[config.mk]
export PLATFORM = sky130hd
export DESIGN_NAME = dct_vecrot_ctrl_flat
export DESIGN_NICKNAME = d
export VERILOG_FILES = /design/src/rtl/dct_vecrot_ctrl_if.sv /design/src/rtl/dct_vecrot_ctrl.sv /design/src/flat_wrapper.sv
export SDC_FILE = /design/constraint.sdc
export NUM_CORES = 1
export LEC_CHECK = 0
export ABC_AREA = 1
export BUFFER_PORTS_ARGS = -buffer_cell sky130_fd_sc_hd__buf_2
export CAP_MARGIN = 30
export CORE_UTILIZATION = 45
export DETAILED_ROUTE_END_ITERATION = 7
export GPL_TIMING_DRIVEN = 0
export HOLD_SLACK_MARGIN = 0.03
export PLACE_DENSITY = 0.65
export SLEW_MARGIN = 0
export SYNTH_ARGS = -nofsm -noshare
export SYNTH_HDL_FRONTEND = slang
export SYNTH_SLANG_ARGS = --single-unit
[constraint.sdc]
create_clock -name clk -period 2.2 [get_ports clk]
set_input_delay 0.44 -clock clk [delete_from_list [all_inputs] [get_ports clk]]
set_output_delay 0.44 -clock clk [all_outputs]
set_load 0.02 [all_outputs]
[src/rtl/dct_vecrot_ctrl_if.sv]
// -----------------------------------------------------------------------------
// dct_vecrot_ctrl_if
// Bundles the frame-control and read/strobe signals of the DCT vector-rotation
// sequencer so the sequencer and its environment share one port.
//
// Optional feature macro: DCT_VECROT_CTRL_FRMCNT_EN (adds frame_cnt[15:0]).
//
// Signals (direction as seen by the sequencer, modport "slave"):
//   start        in   frame start pulse
//   fftpts_in    in   transform size N sampled with start
//   fftpts_out   out  latched N for the coefficient generator
//   busy         out  frame in progress (start accepted .. gap done)
//   coeff_valid  out  sink_valid to the coefficient generator
//   rd_en        out  FFT buffer read enable (== coeff_valid)
//   rd_addr_a    out  read index k
//   rd_addr_b    out  mirror index (0 at k=0, else N-k)
//   out_valid    out  coeff_valid delayed to the coefficient outputs
//   out_first    out  delayed first-sample strobe
//   out_last     out  delayed last-sample strobe
//   frame_done   out  one-cycle end-of-frame pulse
//   cfg_err      out  sticky configuration/protocol error
//   frame_cnt    out  completed-frame counter (macro only)
// The "master" modport is the mirror image, used by whoever drives start.
// -----------------------------------------------------------------------------
interface dct_vecrot_ctrl_if #(
  parameter int wAddr = 11
);
  logic             start;
  logic [11:0]      fftpts_in;
  logic [11:0]      fftpts_out;
  logic             busy;
  logic             coeff_valid;
  logic             rd_en;
  logic [wAddr-1:0] rd_addr_a;
  logic [wAddr-1:0] rd_addr_b;
  logic             out_valid;
  logic             out_first;
  logic             out_last;
  logic             frame_done;
  logic             cfg_err;
`ifdef DCT_VECROT_CTRL_FRMCNT_EN
  logic [15:0]      frame_cnt;

  modport slave (
    input  start, fftpts_in,
    output fftpts_out, busy, coeff_valid, rd_en, rd_addr_a, rd_addr_b,
    output out_valid, out_first, out_last, frame_done, cfg_err, frame_cnt
  );

  modport master (
    output start, fftpts_in,
    input  fftpts_out, busy, coeff_valid, rd_en, rd_addr_a, rd_addr_b,
    input  out_valid, out_first, out_last, frame_done, cfg_err, frame_cnt
  );
`else
  modport slave (
    input  start, fftpts_in,
    output fftpts_out, busy, coeff_valid, rd_en, rd_addr_a, rd_addr_b,
    output out_valid, out_first, out_last, frame_done, cfg_err
  );

  modport master (
    output start, fftpts_in,
    input  fftpts_out, busy, coeff_valid, rd_en, rd_addr_a, rd_addr_b,
    input  out_valid, out_first, out_last, frame_done, cfg_err
  );
`endif
endinterface

[src/rtl/dct_vecrot_ctrl.sv]
// -----------------------------------------------------------------------------
// dct_vecrot_ctrl
// Frame sequencer for the DCT vector-rotation stage. On an accepted start it
// latches N, streams paired FFT-buffer read addresses (k, N-k) for N cycles
// while driving the coefficient generator's sink_valid, then drains a
// DLY_ALIGN-deep strobe pipeline so out_valid/out_first/out_last line up with
// the generator's coefficient outputs, and finally enforces an idle gap so the
// generator can clear its address before the next frame.
//
// Optional feature macro: DCT_VECROT_CTRL_FRMCNT_EN adds bus.frame_cnt[15:0],
// a wrapping count of completed frames.
//
// Ports:
//   clk       clock
//   rst_sync  synchronous active-high reset (aborts any frame in progress)
//   bus       dct_vecrot_ctrl_if.slave (see the interface file for signals)
//
// Parameters:
//   wAddr      read-address width (N up to 2048 needs 11)
//   DLY_ALIGN  coefficient generator latency, 1..7
//   GAP_MIN    minimum idle cycles between frames, 1..15
// -----------------------------------------------------------------------------
module dct_vecrot_ctrl #(
  parameter int wAddr     = 11,
  parameter int DLY_ALIGN = 2,
  parameter int GAP_MIN   = 1
) (
  input  logic               clk,
  input  logic               rst_sync,
  dct_vecrot_ctrl_if.slave   bus
);

  localparam logic [4:0] DLY_L = 5'(DLY_ALIGN);
  localparam logic [4:0] GAP_L = 5'(GAP_MIN);

  typedef enum logic [1:0] {S_IDLE, S_RUN, S_FLUSH, S_GAP} state_t;

  state_t           state_q, state_d;
  logic [wAddr-1:0] k_q;
  logic [11:0]      fftpts_q;
  logic [4:0]       idle_cnt_q;   // idle cycles since the last RUN cycle, saturating
  logic             cfg_err_q;

  logic             n_ok;
  logic             k_last;
  logic [11:0]      k_ext;
  logic [11:0]      mirror;
  logic             coeff_valid;
  logic             busy;
  logic [wAddr-1:0] addr_a;
  logic [wAddr-1:0] addr_b;
  logic [2:0]       dly_out;      // {valid, first, last} at the coefficient outputs

  // Only the power-of-two sizes the generator supports are accepted.
  always_comb begin
    case (bus.fftpts_in)
      12'd32, 12'd64, 12'd128, 12'd256, 12'd512, 12'd1024, 12'd2048: n_ok = 1'b1;
      default: n_ok = 1'b0;
    endcase
  end

  // Mirror index uses 12-bit arithmetic, then truncates: N=2048 never overflows.
  assign k_ext  = 12'(k_q);
  assign k_last = (k_ext == fftpts_q - 12'd1);
  assign mirror = fftpts_q - k_ext;

  // ---------------- FSM: state register ----------------
  always_ff @(posedge clk) begin
    if (rst_sync) state_q <= S_IDLE;
    else          state_q <= state_d;
  end

  // ---------------- FSM: next state ----------------
  always_comb begin
    state_d = state_q;
    case (state_q)
      S_IDLE:  if (bus.start && n_ok)        state_d = S_RUN;
      S_RUN:   if (k_last)                   state_d = S_FLUSH;
      // Last strobe leaves the delay line DLY_ALIGN cycles after the last RUN cycle.
      S_FLUSH: if (idle_cnt_q >= DLY_L)      state_d = S_GAP;
      // The gap count started with FLUSH, so a short GAP_MIN costs one GAP cycle only.
      S_GAP:   if (idle_cnt_q >= GAP_L)      state_d = S_IDLE;
      default:                               state_d = S_IDLE;
    endcase
  end

  // ---------------- FSM: outputs ----------------
  always_comb begin
    coeff_valid = (state_q == S_RUN);
    busy        = (state_q != S_IDLE);
    addr_a      = '0;
    addr_b      = '0;
    if (coeff_valid) begin
      addr_a = k_q;
      addr_b = (k_q == '0) ? '0 : mirror[wAddr-1:0];
    end
  end

  // ---------------- frame datapath ----------------
  always_ff @(posedge clk) begin
    if (rst_sync) begin
      k_q        <= '0;
      fftpts_q   <= 12'd2048;
      idle_cnt_q <= '0;
      cfg_err_q  <= 1'b0;
    end else begin
      if (state_q == S_IDLE && bus.start && n_ok) begin
        fftpts_q <= bus.fftpts_in;
        k_q      <= '0;
      end else if (state_q == S_RUN) begin
        k_q <= k_q + 1'b1;
      end

      // A start is an error if the size is bad or a frame is still in progress.
      if (bus.start && (busy || !n_ok))
        cfg_err_q <= 1'b1;

      case (state_q)
        S_RUN:          idle_cnt_q <= 5'd1;
        S_FLUSH, S_GAP: if (idle_cnt_q != 5'd31) idle_cnt_q <= idle_cnt_q + 5'd1;
        default:        idle_cnt_q <= '0;
      endcase
    end
  end

  // ---------------- strobe delay line ----------------
  genvar gi;
  generate
    for (gi = 0; gi < DLY_ALIGN; gi++) begin : g_dly
      logic [2:0] stage_q;
      if (gi == 0) begin : g_head
        always_ff @(posedge clk) begin
          if (rst_sync) stage_q <= '0;
          else          stage_q <= {coeff_valid, coeff_valid && (k_q == '0), coeff_valid && k_last};
        end
      end else begin : g_tail
        always_ff @(posedge clk) begin
          if (rst_sync) stage_q <= '0;
          else          stage_q <= g_dly[gi-1].stage_q;
        end
      end
    end
  endgenerate

  assign dly_out = g_dly[DLY_ALIGN-1].stage_q;

`ifdef DCT_VECROT_CTRL_FRMCNT_EN
  logic [15:0] frame_cnt_q;

  always_ff @(posedge clk) begin
    if (rst_sync)        frame_cnt_q <= '0;
    else if (dly_out[0]) frame_cnt_q <= frame_cnt_q + 16'd1;
  end

  assign bus.frame_cnt = frame_cnt_q;
`endif

  assign bus.fftpts_out  = fftpts_q;
  assign bus.busy        = busy;
  assign bus.coeff_valid = coeff_valid;
  assign bus.rd_en       = coeff_valid;
  assign bus.rd_addr_a   = addr_a;
  assign bus.rd_addr_b   = addr_b;
  assign bus.out_valid   = dly_out[2];
  assign bus.out_first   = dly_out[1];
  assign bus.out_last    = dly_out[0];
  assign bus.frame_done  = dly_out[0];
  assign bus.cfg_err     = cfg_err_q;

endmodule

[src/flat_wrapper.sv]
// flat-port wrapper written by rule: the top's interface ports become plain ports
module dct_vecrot_ctrl_flat 
#(
  parameter int wAddr     = 11,
  parameter int DLY_ALIGN = 2,
  parameter int GAP_MIN   = 1
)
  (clk, rst_sync, bus_start, bus_fftpts_in, bus_fftpts_out, bus_busy, bus_coeff_valid, bus_rd_en, bus_rd_addr_a, bus_rd_addr_b, bus_out_valid, bus_out_first, bus_out_last, bus_frame_done, bus_cfg_err);
  dct_vecrot_ctrl_if #(.wAddr(wAddr)) bus_i ();
  input  logic clk;
  input  logic rst_sync;
  input wire logic [$bits(bus_i.start)-1:0] bus_start;
  input wire logic [$bits(bus_i.fftpts_in)-1:0] bus_fftpts_in;
  output wire logic [$bits(bus_i.fftpts_out)-1:0] bus_fftpts_out;
  output wire logic [$bits(bus_i.busy)-1:0] bus_busy;
  output wire logic [$bits(bus_i.coeff_valid)-1:0] bus_coeff_valid;
  output wire logic [$bits(bus_i.rd_en)-1:0] bus_rd_en;
  output wire logic [$bits(bus_i.rd_addr_a)-1:0] bus_rd_addr_a;
  output wire logic [$bits(bus_i.rd_addr_b)-1:0] bus_rd_addr_b;
  output wire logic [$bits(bus_i.out_valid)-1:0] bus_out_valid;
  output wire logic [$bits(bus_i.out_first)-1:0] bus_out_first;
  output wire logic [$bits(bus_i.out_last)-1:0] bus_out_last;
  output wire logic [$bits(bus_i.frame_done)-1:0] bus_frame_done;
  output wire logic [$bits(bus_i.cfg_err)-1:0] bus_cfg_err;
  assign bus_i.start = bus_start;
  assign bus_i.fftpts_in = bus_fftpts_in;
  assign bus_fftpts_out = bus_i.fftpts_out;
  assign bus_busy = bus_i.busy;
  assign bus_coeff_valid = bus_i.coeff_valid;
  assign bus_rd_en = bus_i.rd_en;
  assign bus_rd_addr_a = bus_i.rd_addr_a;
  assign bus_rd_addr_b = bus_i.rd_addr_b;
  assign bus_out_valid = bus_i.out_valid;
  assign bus_out_first = bus_i.out_first;
  assign bus_out_last = bus_i.out_last;
  assign bus_frame_done = bus_i.frame_done;
  assign bus_cfg_err = bus_i.cfg_err;
  dct_vecrot_ctrl #(.wAddr(wAddr), .DLY_ALIGN(DLY_ALIGN), .GAP_MIN(GAP_MIN)) u_core (.clk(clk), .rst_sync(rst_sync), .bus(bus_i));
endmodule
==> results of run 1 <==
==> per-layer routing <==
layer	part of all wire	up-vias
met4	0.022	0
met2	0.52	91
met3	0.050	20
met5	0	-
li1	-	1546
met1	0.40	1411
==> cells in the mapped netlist (2+ instances only) <==
library cell	count	area [um^2]
sky130_fd_sc_hd__nor3_1	9	45.0
sky130_fd_sc_hd__xnor2_1	5	43.8
sky130_fd_sc_hd__a31oi_1	3	18.8
sky130_fd_sc_hd__xor2_1	11	96.3
sky130_fd_sc_hd__inv_2	2	7.51
sky130_fd_sc_hd__clkbuf_1	2	7.51
sky130_fd_sc_hd__ha_1	21	263
sky130_fd_sc_hd__inv_1	76	285
sky130_fd_sc_hd__nand2_1	87	327
sky130_fd_sc_hd__a21oi_1	31	155
sky130_fd_sc_hd__nand2_2	4	25.0
sky130_fd_sc_hd__buf_4	3	22.5
sky130_fd_sc_hd__nor2_2	5	31.3
sky130_fd_sc_hd__nand3_1	28	140
sky130_fd_sc_hd__o21ai_0	18	90.1
sky130_fd_sc_hd__o22ai_1	2	12.5
sky130_fd_sc_hd__dfxtp_1	37	741
sky130_fd_sc_hd__buf_2	5	25.0
sky130_fd_sc_hd__nand3_2	2	20.0
sky130_fd_sc_hd__nand4_1	4	25.0
sky130_fd_sc_hd__nor2_4	3	33.8
sky130_fd_sc_hd__a211oi_1	2	15.0
sky130_fd_sc_hd__nor2_1	51	191
==> repair_timing <==
| action | CTS | global route |
|---|---|---|
| setup endpoints to repair | 19 | 21 |
| resized for setup | 107 | 47 |
| cloned | 0 | 0 |
| pin swaps | 19 | 31 |
| hold endpoints to repair | 0 | 0 |
| setup buffers | 19 | 18 |
| hold buffers | 0 | 0 |
==> worst paths after layout <==
path | endpoint | slack, ps | from | depth (start not counted)
worst max-delay path | bus_rd_addr_b[7] | -220 | u_core.k_q[2] | 9
worst min-delay path | u_core.g_dly[0].stage_q[1] | 350 | rst_sync | 2
worst max register to register | u_core.state_q[1] | 180 | u_core.bus.fftpts_out[0] | 18
worst min register to register | u_core.dly_out[0] | 410 | u_core.g_dly[0].stage_q[0] | 2
==> per-stage QoR <==
| stage | setup slack (ps) | cells | TNS, ps | utilization |
|---|---|---|---|---|
| 2_1_floorplan | -15.7 | 427 | -15.7 | - |
| 3_3_place_gp | -271 | 558 | -1440 | 0.536 |
| 3_5_place_dp | -267 | 558 | -1440 | 0.536 |
| 4_1_cts | -171 | 584 | -781 | 0.634 |
| 5_1_grt | -274 | 598 | -1860 | 0.679 |
| 6_report | -221 | 598 | -1300 | 0.679 |
==> worst max-delay path, stage by stage (launching register included) <==
cell                      delay [ps]
sky130_fd_sc_hd__dfxtp_4         360
sky130_fd_sc_hd__inv_4            40
sky130_fd_sc_hd__ha_4            260
sky130_fd_sc_hd__a21oi_4         160
sky130_fd_sc_hd__o21ai_2          80
sky130_fd_sc_hd__a21o_1          210
sky130_fd_sc_hd__a31oi_4         190
sky130_fd_sc_hd__o21ai_2          80
sky130_fd_sc_hd__a21oi_2         130
sky130_fd_sc_hd__buf_4           160
==> power by group through the flow <==
stage / Sequential [mW] / Clock, mW / Combinational, mW
3_3_place_gp: 0.783 / 0 / 0.769
6_report: 0.762 / 0.474 / 1.10
2_1_floorplan: 0.775 / 0 / 0.602
3_5_place_dp: 0.784 / 0 / 0.780
4_1_cts: 0.769 / 0.482 / 0.943
5_1_grt: 0.770 / 0.514 / 1.21
==> flip-flops by register name, indices dropped and copies added (netlist names) <==
name	count
u_core.bus.cfg_err	1
u_core.state_q	2
u_core.g_dly.stage_q	3
u_core.bus.fftpts_out	12
u_core.idle_cnt_q	5
u_core.k_q	11
u_core.dly_out	3
==> cell families after synthesis <==
group / Yosys count / share of synthesized area
AOI/OAI and AO/OA: 63 / 0.125
buffers and inverters: 90 / 0.131
adders and majority gates: 22 / 0.102
DFF: 37 / 0.267
xor gates and xnor gates: 16 / 0.0505
and+or+nand+nor: 199 / 0.324
==> cell type report <==
type | instances | area, um^2
repair buffers | 92 | 584
multi-input cells | 300 | 2080
clock buffers | 6 | 72.6
fillers | 494 | 1900
plain buffers | 8 | 46.3
inverters | 79 | 328
flip-flops and latches | 37 | 807
clock inverters | 1 | 8.76
well taps | 75 | 93.8
==> cell usage in the layout, fill, tap and decap left out, types with 7 or more instances in the layout <==
cell	count
sky130_fd_sc_hd__nand2_1	81
sky130_fd_sc_hd__inv_1	57
sky130_fd_sc_hd__buf_2	50
sky130_fd_sc_hd__nor2_1	47
sky130_fd_sc_hd__buf_4	45
sky130_fd_sc_hd__nand3_1	25
sky130_fd_sc_hd__a21oi_1	20
sky130_fd_sc_hd__dfxtp_1	16
sky130_fd_sc_hd__dfxtp_4	16
sky130_fd_sc_hd__ha_4	12
sky130_fd_sc_hd__inv_2	11
sky130_fd_sc_hd__xor2_1	11
sky130_fd_sc_hd__o21ai_0	10
sky130_fd_sc_hd__ha_1	9
sky130_fd_sc_hd__inv_4	7
sky130_fd_sc_hd__a21oi_2	7
sky130_fd_sc_hd__nand2_2	7
sky130_fd_sc_hd__nor3_1	7
==> metrics.yaml, run 1 <==
setup_path:
  critical_path_peak_fanout: 4
  timing.critical_path.from_type: "flip-flop"
  data_required_critical_path_ps: 1760
  critical_path_class: "flip-flop to output port"
  endpoint_arrival_time_on_the_critical_path_ps: 1980
  worst_setup_path_end_kind: "output port"
global_routing:
  first_pass_grt_wire_length_mm: 12.2
  vias_in_the_first_global_route: 2746
  met3_track_demand_over_resource_in_global_routing: 0.0500
  global_route.peak_usage_layer: "met2"
  grtUsageMet1: 0.275
  grtUsageTotal: 0.245
  antenna_found_initial: 0
  globalRoute.totalOverflow: 0
  grt_start_max_net_pins: 12
  gr-usage-met2: 0.457
timing:
  fin_worst_skew_ps: 5.13
  post-route-worst-setup-slack_ps: -221
  hold-worst-slack_ps: 348
  pins_over_their_slew_limit: 0
  worst-slew-pin-transition_ps: 451
  finalSetupViolCount: 8
  grt_setup_unrepaired: "yes"
  final_hold_viol_count: 0
  fin_crit_ps: 2420
  slew_headroom: 0.697
  timing.final.crit_share: 1.10
  maxClockFrequency_mhz: 413
route:
  detail_route.wl_per_cell_um: 13.8
  dr.first_iter.drc_count: 181
  drt-pass1-iter-count: 4
  drtAntennaViolNets: 0
  routed_wire_length_mm: 8.23
  number_of_design_rule_violations_left_after_detail_routing: 0
  drt-vias-per-instance: 5.13
  vias: 3068
clocking:
  clockBufferDepth: 2
  clk_pin_slew_worst_paths_ps: 80
  cts_htree_levels: 2
  clk_latency_ps: 300
  tritoncts: "yes"
  tritoncts.num_buffers: 5
  cts_sinks: 37
  root_buffer: "sky130_fd_sc_hd__clkbuf_8"
synthesis:
  synthCells: 427
  synth_enable_flop_cells: 0
  ys.flop_type: "sky130_fd_sc_hd__dfxtp_1"
  postSynthAreaPerCell_um2: 6.49
  mappedNetlistNets: 464
  syn-cell-area_um2: 2770
  number_of_warnings_printed_during_yosys_synthesis: 0
  ys_async_sr_fraction: 0
  synth.yosys.seq_area_share: 0.267
  synth_cell_type_count: 39
  ys_seq_elements: 37
run_status:
  run_status: "finished with violations"
  failing_checks: "negative setup slack"
floorplan:
  design.core.area_um2: 5920
  initial_core_util: 0.468
  floorplan.die_area_um2: 6480
  die_w_um: 80.5
  ioPinCount: 57
  die_y_um: 80.5
  core.rowCount: 28
pwr:
  total_switching_power_mw: 0.933
  total_leakage_power_nw: 2.00
  power-per-cell-area_nw_per_um2: 582
  vdd.ir_drop.worst_v: 0.000530
  clkPwrFrac: 0.203
  p_sw_frac: 0.399
  seqPwrFrac: 0.326
  internal-power_mw: 1.41
  power_mw: 2.34
  pwr-share-comb: 0.472
placement:
  dp.final_hpwl_mm: 5.20
  port-buffer-count: 56
  place_congestion: 0.827
  placement.cell_area_um2: 3170
worst_hold_path:
  hp-class: "primary input to flip-flop"
finish:
  post_route_cells_drive_above_1_share: 0.415
  final_nets: 560
  antenna_cells: 0
  final_cell_area_um2: 4020
  areaGrowthSynthToFinish_pct: 44.9
run:
  max_cap_viol_count: 0
(Power assumes the default switching activity.)
==> inputs of run 2 (changes only) <==
- ABC_AREA: 1 -> default
- ABC_CLOCK_PERIOD_IN_PS: default -> 2200
- CELL_PAD_IN_SITES_DETAIL_PLACEMENT: default -> 1
- CELL_PAD_IN_SITES_GLOBAL_PLACEMENT: default -> 2
- CORE_UTILIZATION: 45 -> 32
- PLACE_DENSITY: 0.65 -> 0.78
==> run 2 against run 1 <==
The flow still finishes with violations (negative setup slack). Fmax down 18%. Via count is 14% lower. Core utilization fell by 19 points. Final cell count fell by 13%. Die area up 34%. Synthesized area shrank 3.8%.
==> metrics.yaml, run 2 <==
pwr:
  total_leakage_power_nw: 1.72
  pwr-share-comb: 0.423
  vdd.ir_drop.worst_v: 0.000501
  internal-power_mw: 1.36
  power_mw: 2.10
  power-per-cell-area_nw_per_um2: 542
  seqPwrFrac: 0.351
  p_sw_frac: 0.351
  total_switching_power_mw: 0.737
  clkPwrFrac: 0.226
timing:
  fin_worst_skew_ps: 8.33
  worst-slew-pin-transition_ps: 559
  hold-worst-slack_ps: 419
  timing.final.crit_share: 1.33
  post-route-worst-setup-slack_ps: -735
  maxClockFrequency_mhz: 341
  finalSetupViolCount: 10
  final_hold_viol_count: 0
  slew_headroom: 0.627
  grt_setup_unrepaired: "yes"
  fin_crit_ps: 2940
  pins_over_their_slew_limit: 0
global_routing:
  grtUsageTotal: 0.191
  antenna_found_initial: 0
  grt_start_max_net_pins: 13
  globalRoute.totalOverflow: 0
  first_pass_grt_wire_length_mm: 13.2
  vias_in_the_first_global_route: 2686
finish:
  largest_reg_flops: 12
  post_route_cells_drive_above_1_share: 0.413
  final_nets: 457
  finish.cell_count_without_fillers: 523
  final_util: 0.491
  antenna_cells: 0
  areaGrowthSynthToFinish_pct: 45.2
  layout_commonest_cell: "sky130_fd_sc_hd__buf_2"
  layout_common_cells: "sky130_fd_sc_hd__buf_2 (45), sky130_fd_sc_hd__nor2_1 (38), sky130_fd_sc_hd__buf_4 (28)"
run_status:
  run_status: "finished with violations"
  failing_checks: "negative setup slack"
setup_path:
  data_required_critical_path_ps: 1760
  worst_setup_path_end_kind: "output port"
  endpoint_arrival_time_on_the_critical_path_ps: 2500
  slowest_stage: "sky130_fd_sc_hd__dfxtp_4"
  critPathLaunch: "u_core.bus.fftpts_out[0]"
  timing.critical_path.from_type: "flip-flop"
  critical_path_peak_fanout: 2
  cpMostUsedCell: "sky130_fd_sc_hd__a21oi_2"
  r2r-start: "u_core.bus.fftpts_out[1]"
  crit_path_cell_trace: "inv_4 -> ha_4 -> inv_2 -> fa_2 -> a21o_1 -> a21oi_2 -> nor2b_2 -> o21ai_2 -> a21oi_2 -> a31oi_1 -> mux2_4 -> buf_2"
  critical_path_class: "flip-flop to output port"
  cp_slowest_stage_delay_ps: 360
clocking:
  clockBufferDepth: 2
  cts_sinks: 37
  clk_pin_slew_worst_paths_ps: 70
  tritoncts: "yes"
  root_buffer: "sky130_fd_sc_hd__clkbuf_8"
  cts_htree_levels: 2
  tritoncts.num_buffers: 5
  clk_latency_ps: 290
route:
  drt-vias-per-instance: 5.02
  vias: 2628
  drt-pass1-iter-count: 4
  detail_route.wl_per_cell_um: 15.6
  drtAntennaViolNets: 0
  routed_wire_length_mm: 8.18
  dr.first_iter.drc_count: 89
  number_of_design_rule_violations_left_after_detail_routing: 0
synthesis:
  ys.flop_type: "sky130_fd_sc_hd__dfxtp_1"
  syn-cell-area_um2: 2670
  synth_largest_area_cell: "sky130_fd_sc_hd__dfxtp_1"
  mappedNetlistNets: 366
  number_of_warnings_printed_during_yosys_synthesis: 0
  synth_cell_type_count: 52
  ys_seq_elements: 37
  synthCells: 329
  synth_enable_flop_cells: 0
  synth.yosys.seq_area_share: 0.278
  synth.most_common_cell: "sky130_fd_sc_hd__nor2_1"
  commonest_cells_in_the_synthesized_netlist: "sky130_fd_sc_hd__nor2_1 (46), sky130_fd_sc_hd__dfxtp_1 (37), sky130_fd_sc_hd__inv_1 (25), sky130_fd_sc_hd__ha_1 (21), sky130_fd_sc_hd__xnor2_1 (21)"
  postSynthAreaPerCell_um2: 8.11
  synth.area.top_cells: "sky130_fd_sc_hd__dfxtp_1 (28%), sky130_fd_sc_hd__ha_1 (9.8%), sky130_fd_sc_hd__xnor2_1 (6.9%), sky130_fd_sc_hd__nor2_1 (6.5%), sky130_fd_sc_hd__mux2i_1 (4.9%)"
  portion_of_synthesized_cell_area_occupied_by_the_leading_cell_type: 0.278
  ys_async_sr_fraction: 0
placement:
  dp.final_hpwl_mm: 5.86
  place_inst: 486
  port-buffer-count: 55
  place_congestion: 0.736
floorplan:
  die_y_um: 93.3
  floorplan.die_area_um2: 8700
  die_w_um: 93.3
  core.rowCount: 32
  ioPinCount: 57
  initial_core_util: 0.338
  design.core.area_um2: 7890
worst_hold_path:
  hp-class: "primary input to flip-flop"
  hold_path.startpoint: "bus_start"
run:
  max_cap_viol_count: 0
run 2: cells by family after synthesis:
group | after synthesis | synth area share
AOI/OAI and AO/OA | 43 | 0.105
xor gates and xnor gates | 29 | 0.0952
adders and majority gates | 22 | 0.106
buffers and inverters | 38 | 0.0619
DFF | 37 | 0.278
muxes | 15 | 0.0572
and+or+nand+nor | 145 | 0.297
run 2: what timing repair did:
action                                  CTS  global route
buffers inserted                         27            13
endpoints found under the setup margin   33            35
resized for setup                        65            34
pin swaps                                23            24
gates cloned                              0             1
hold buffers                              0             0
run 2: per-stage QoR:
step                      instance area (um^2)  setup WS, ps  TNS (ps)
final                                     3870          -735     -4070
after global routing                      3870          -851     -5420
after CTS                                 3700          -743     -4220
after detailed placement                  3140          -619    -10520
after global placement                    3140          -603     -9350
after floorplan                           2740          -275     -1100
run 2: layout make-up:
class,count,area (um^2)
fill,951,4020
multi-input combinational,254,2070
sequential,37,768
timing repair buffer,87,627
tap,102,128
inverter,25,104
buffer,10,90.1
clock buffer,5,68.8
clock inverter,3,17.5
run 2: power groups by stage:
stage | logic [mW] | registers [mW] | clock network, mW
global route | 0.968 | 0.742 | 0.527
detailed placement | 0.604 | 0.757 | 0
finish | 0.888 | 0.737 | 0.475
global placement | 0.594 | 0.756 | 0
floorplan | 0.442 | 0.754 | 0
CTS | 0.812 | 0.738 | 0.495
run 2: worst max-delay path: cells and delay by family (launching register included):
family | cells | cell delay (ps)
multiplexers | 1 | 320
flip-flops | 1 | 360
adder cells (fa/ha/maj) | 2 | 460
AND/OR/NAND/NOR | 1 | 70
AO/OA/AOI/OAI | 5 | 760
buffers and inverters | 3 | 260
run 2: worst paths after layout:
path                                            to  slack (ps)  depth (start not counted)
worst min-delay path            u_core.bus.cfg_err         420                          3
worst min register to register   u_core.dly_out[2]         450                          1
worst max-delay path             bus_rd_addr_b[10]        -740                         12
worst max register to register   u_core.state_q[1]        -310                         12
run 2: layer usage:
| layer | routed length [um] | share of wire | up-vias | global-route usage |
|---|---|---|---|---|
| li1 | - | - | 1323 | - |
| met1 | 4030 | 0.49 | 1256 | 0.265 |
| met2 | 3860 | 0.47 | 41 | 0.314 |
| met3 | 218 | 0.027 | 8 | 0.0301 |
| met4 | 67 | 0.0082 | 0 | 0.0333 |
| met5 | 0 | 0 | - | 0 |
==> inputs of run 3 (changes only) <==
- RECOVER_POWER: default -> 25
==> run 3 against run 2 <==
The flow still finishes with violations (negative setup slack). Global-route usage unchanged. Critical path depth unchanged. Register-to-register slack is essentially flat. Sequential share of layout area fell by 0.066 points. Combinational power decreased by 0.6%. Design area down 0.48%. Critical endpoint unchanged. Largest power group unchanged.
==> metrics.yaml, run 3 (synthesized netlist as in run 2, its figures left out) <==
run_status:
  run_status: "finished with violations"
  failing_checks: "negative setup slack"
placement:
  dp_worst_setup_slack_ps: -619
  port-buffer-count: 55
  dp.final_hpwl_mm: 5.86
  place_congestion: 0.736
route:
  detail_route.wl_per_cell_um: 15.7
  dr.first_iter.drc_count: 94
  drt-pass1-iter-count: 4
  drtAntennaViolNets: 0
  vias: 2626
  drt-vias-per-instance: 5.02
  routed_wire_length_mm: 8.19
  number_of_design_rule_violations_left_after_detail_routing: 0
clocking:
  clk_latency_ps: 290
  tritoncts: "yes"
  cts_sinks: 37
  cts_htree_levels: 2
  cts-hold-fix-buffers: 0
  root_buffer: "sky130_fd_sc_hd__clkbuf_8"
  clk_pin_slew_worst_paths_ps: 80
  clockBufferDepth: 2
  tritoncts.num_buffers: 5
floorplan:
  die_y_um: 93.3
  ioPinCount: 57
  die_w_um: 93.3
  core.rowCount: 32
  floorplan.die_area_um2: 8700
  design.core.area_um2: 7890
  initial_core_util: 0.338
timing:
  worst-slew-pin-transition_ps: 559
  final_hold_viol_count: 0
  pins_over_their_slew_limit: 0
  tns_ps: -4080
  slew_headroom: 0.628
  grt_setup_unrepaired: "yes"
  fin_worst_skew_ps: 7.90
  fin_crit_ps: 2940
  post-route-worst-setup-slack_ps: -737
  finalSetupViolCount: 10
  timing.final.crit_share: 1.34
  maxClockFrequency_mhz: 340
global_routing:
  grt_start_max_net_pins: 13
  antenna_found_initial: 0
  first_pass_grt_wire_length_mm: 13.2
  grtUsageTotal: 0.191
  vias_in_the_first_global_route: 2686
  globalRoute.totalOverflow: 0
finish:
  layout_common_cells: "sky130_fd_sc_hd__nor2_1 (38), sky130_fd_sc_hd__buf_2 (38), sky130_fd_sc_hd__dfxtp_1 (28)"
  post_route_cells_drive_above_1_share: 0.387
  fill_cell_instance_count_of_the_final_layout: 952
  final_nets: 457
  antenna_cells: 0
  areaGrowthSynthToFinish_pct: 44.5
  largest_reg_flops: 12
setup_path:
  critical_path_peak_fanout: 2
  critical_path_class: "flip-flop to output port"
  reg2reg_slack_ps: -310
  endpoint_arrival_time_on_the_critical_path_ps: 2500
  worst_setup_path_end_kind: "output port"
  data_required_critical_path_ps: 1760
  timing.critical_path.from_type: "flip-flop"
run:
  max_cap_viol_count: 0
pwr:
  power-per-cell-area_nw_per_um2: 545
  total_leakage_power_nw: 1.68
  power_mw: 2.10
  vdd.ir_drop.worst_v: 0.000503
worst_hold_path:
  hp-class: "primary input to flip-flop"
-- run 3: power by group --
part	switching (mW)	internal (mW)	leakage, nW
Clock	0.258	0.219	0.0439
Combinational	0.450	0.433	1.33
Sequential	0.0331	0.705	0.304
Total	0.742	1.36	1.68
-- run 3: what timing repair did --
action | in CTS | in global routing
endpoints found under the setup margin | 33 | 35
pin swaps | 23 | 24
endpoints found under the hold margin | 0 | 0
cloned | 0 | 1
resized for setup | 65 | 34
setup buffers | 27 | 13
-- run 3: metrics by stage --
stage	util	cell area, um^2	cells	hold WS, ps
floorplan	-	2740	329	414
global placement	0.399	3140	486	424
detailed placement	0.399	3140	486	430
CTS	0.469	3700	520	415
global route	0.489	3850	523	448
finish	0.489	3850	523	420
-- run 3: layer usage --
metal / vias up / track usage / part of all wire
met2: 41 / 0.314 / 0.47
li1: 1321 / - / -
met1: 1256 / 0.265 / 0.49
met5: - / 0 / 0
met4: 0 / 0.0333 / 0.0082
met3: 8 / 0.0301 / 0.027
-- run 3: worst max-delay path, cell delays in order, from the launching register on --
cell and delay, ps:
sky130_fd_sc_hd__dfxtp_4 360, sky130_fd_sc_hd__inv_4 60, sky130_fd_sc_hd__ha_4 130, sky130_fd_sc_hd__inv_2 40, sky130_fd_sc_hd__fa_2 330, sky130_fd_sc_hd__a21o_1 180, sky130_fd_sc_hd__a21oi_2 150, sky130_fd_sc_hd__nor2b_2 70
sky130_fd_sc_hd__o21ai_2 150, sky130_fd_sc_hd__a21oi_2 80, sky130_fd_sc_hd__a31oi_1 200, sky130_fd_sc_hd__mux2_4 320, sky130_fd_sc_hd__buf_2 160
-- run 3: area by class of cell --
type                            count  area (um^2)  share of cell area
Sequential cell                    37          762               0.198
Inverter                           25          104              0.0269
Tap cell                          102          128              0.0331
Clock inverter                      3         17.5             0.00455
Timing Repair Buffer               87          614               0.159
Buffer                             10         90.1              0.0234
Multi-Input combinational cell    254         2070               0.537
Clock buffer                        5         68.8              0.0179
-- run 3: final timing paths --
kind	end	start	cells past startpoint
hold / removal	u_core.bus.cfg_err	bus_start	3
hold reg to reg	u_core.dly_out[2]	u_core.g_dly[0].stage_q[2]	1
setup / recovery	bus_rd_addr_b[10]	u_core.bus.fftpts_out[0]	12
setup reg to reg	u_core.state_q[0]	u_core.bus.fftpts_out[1]	13
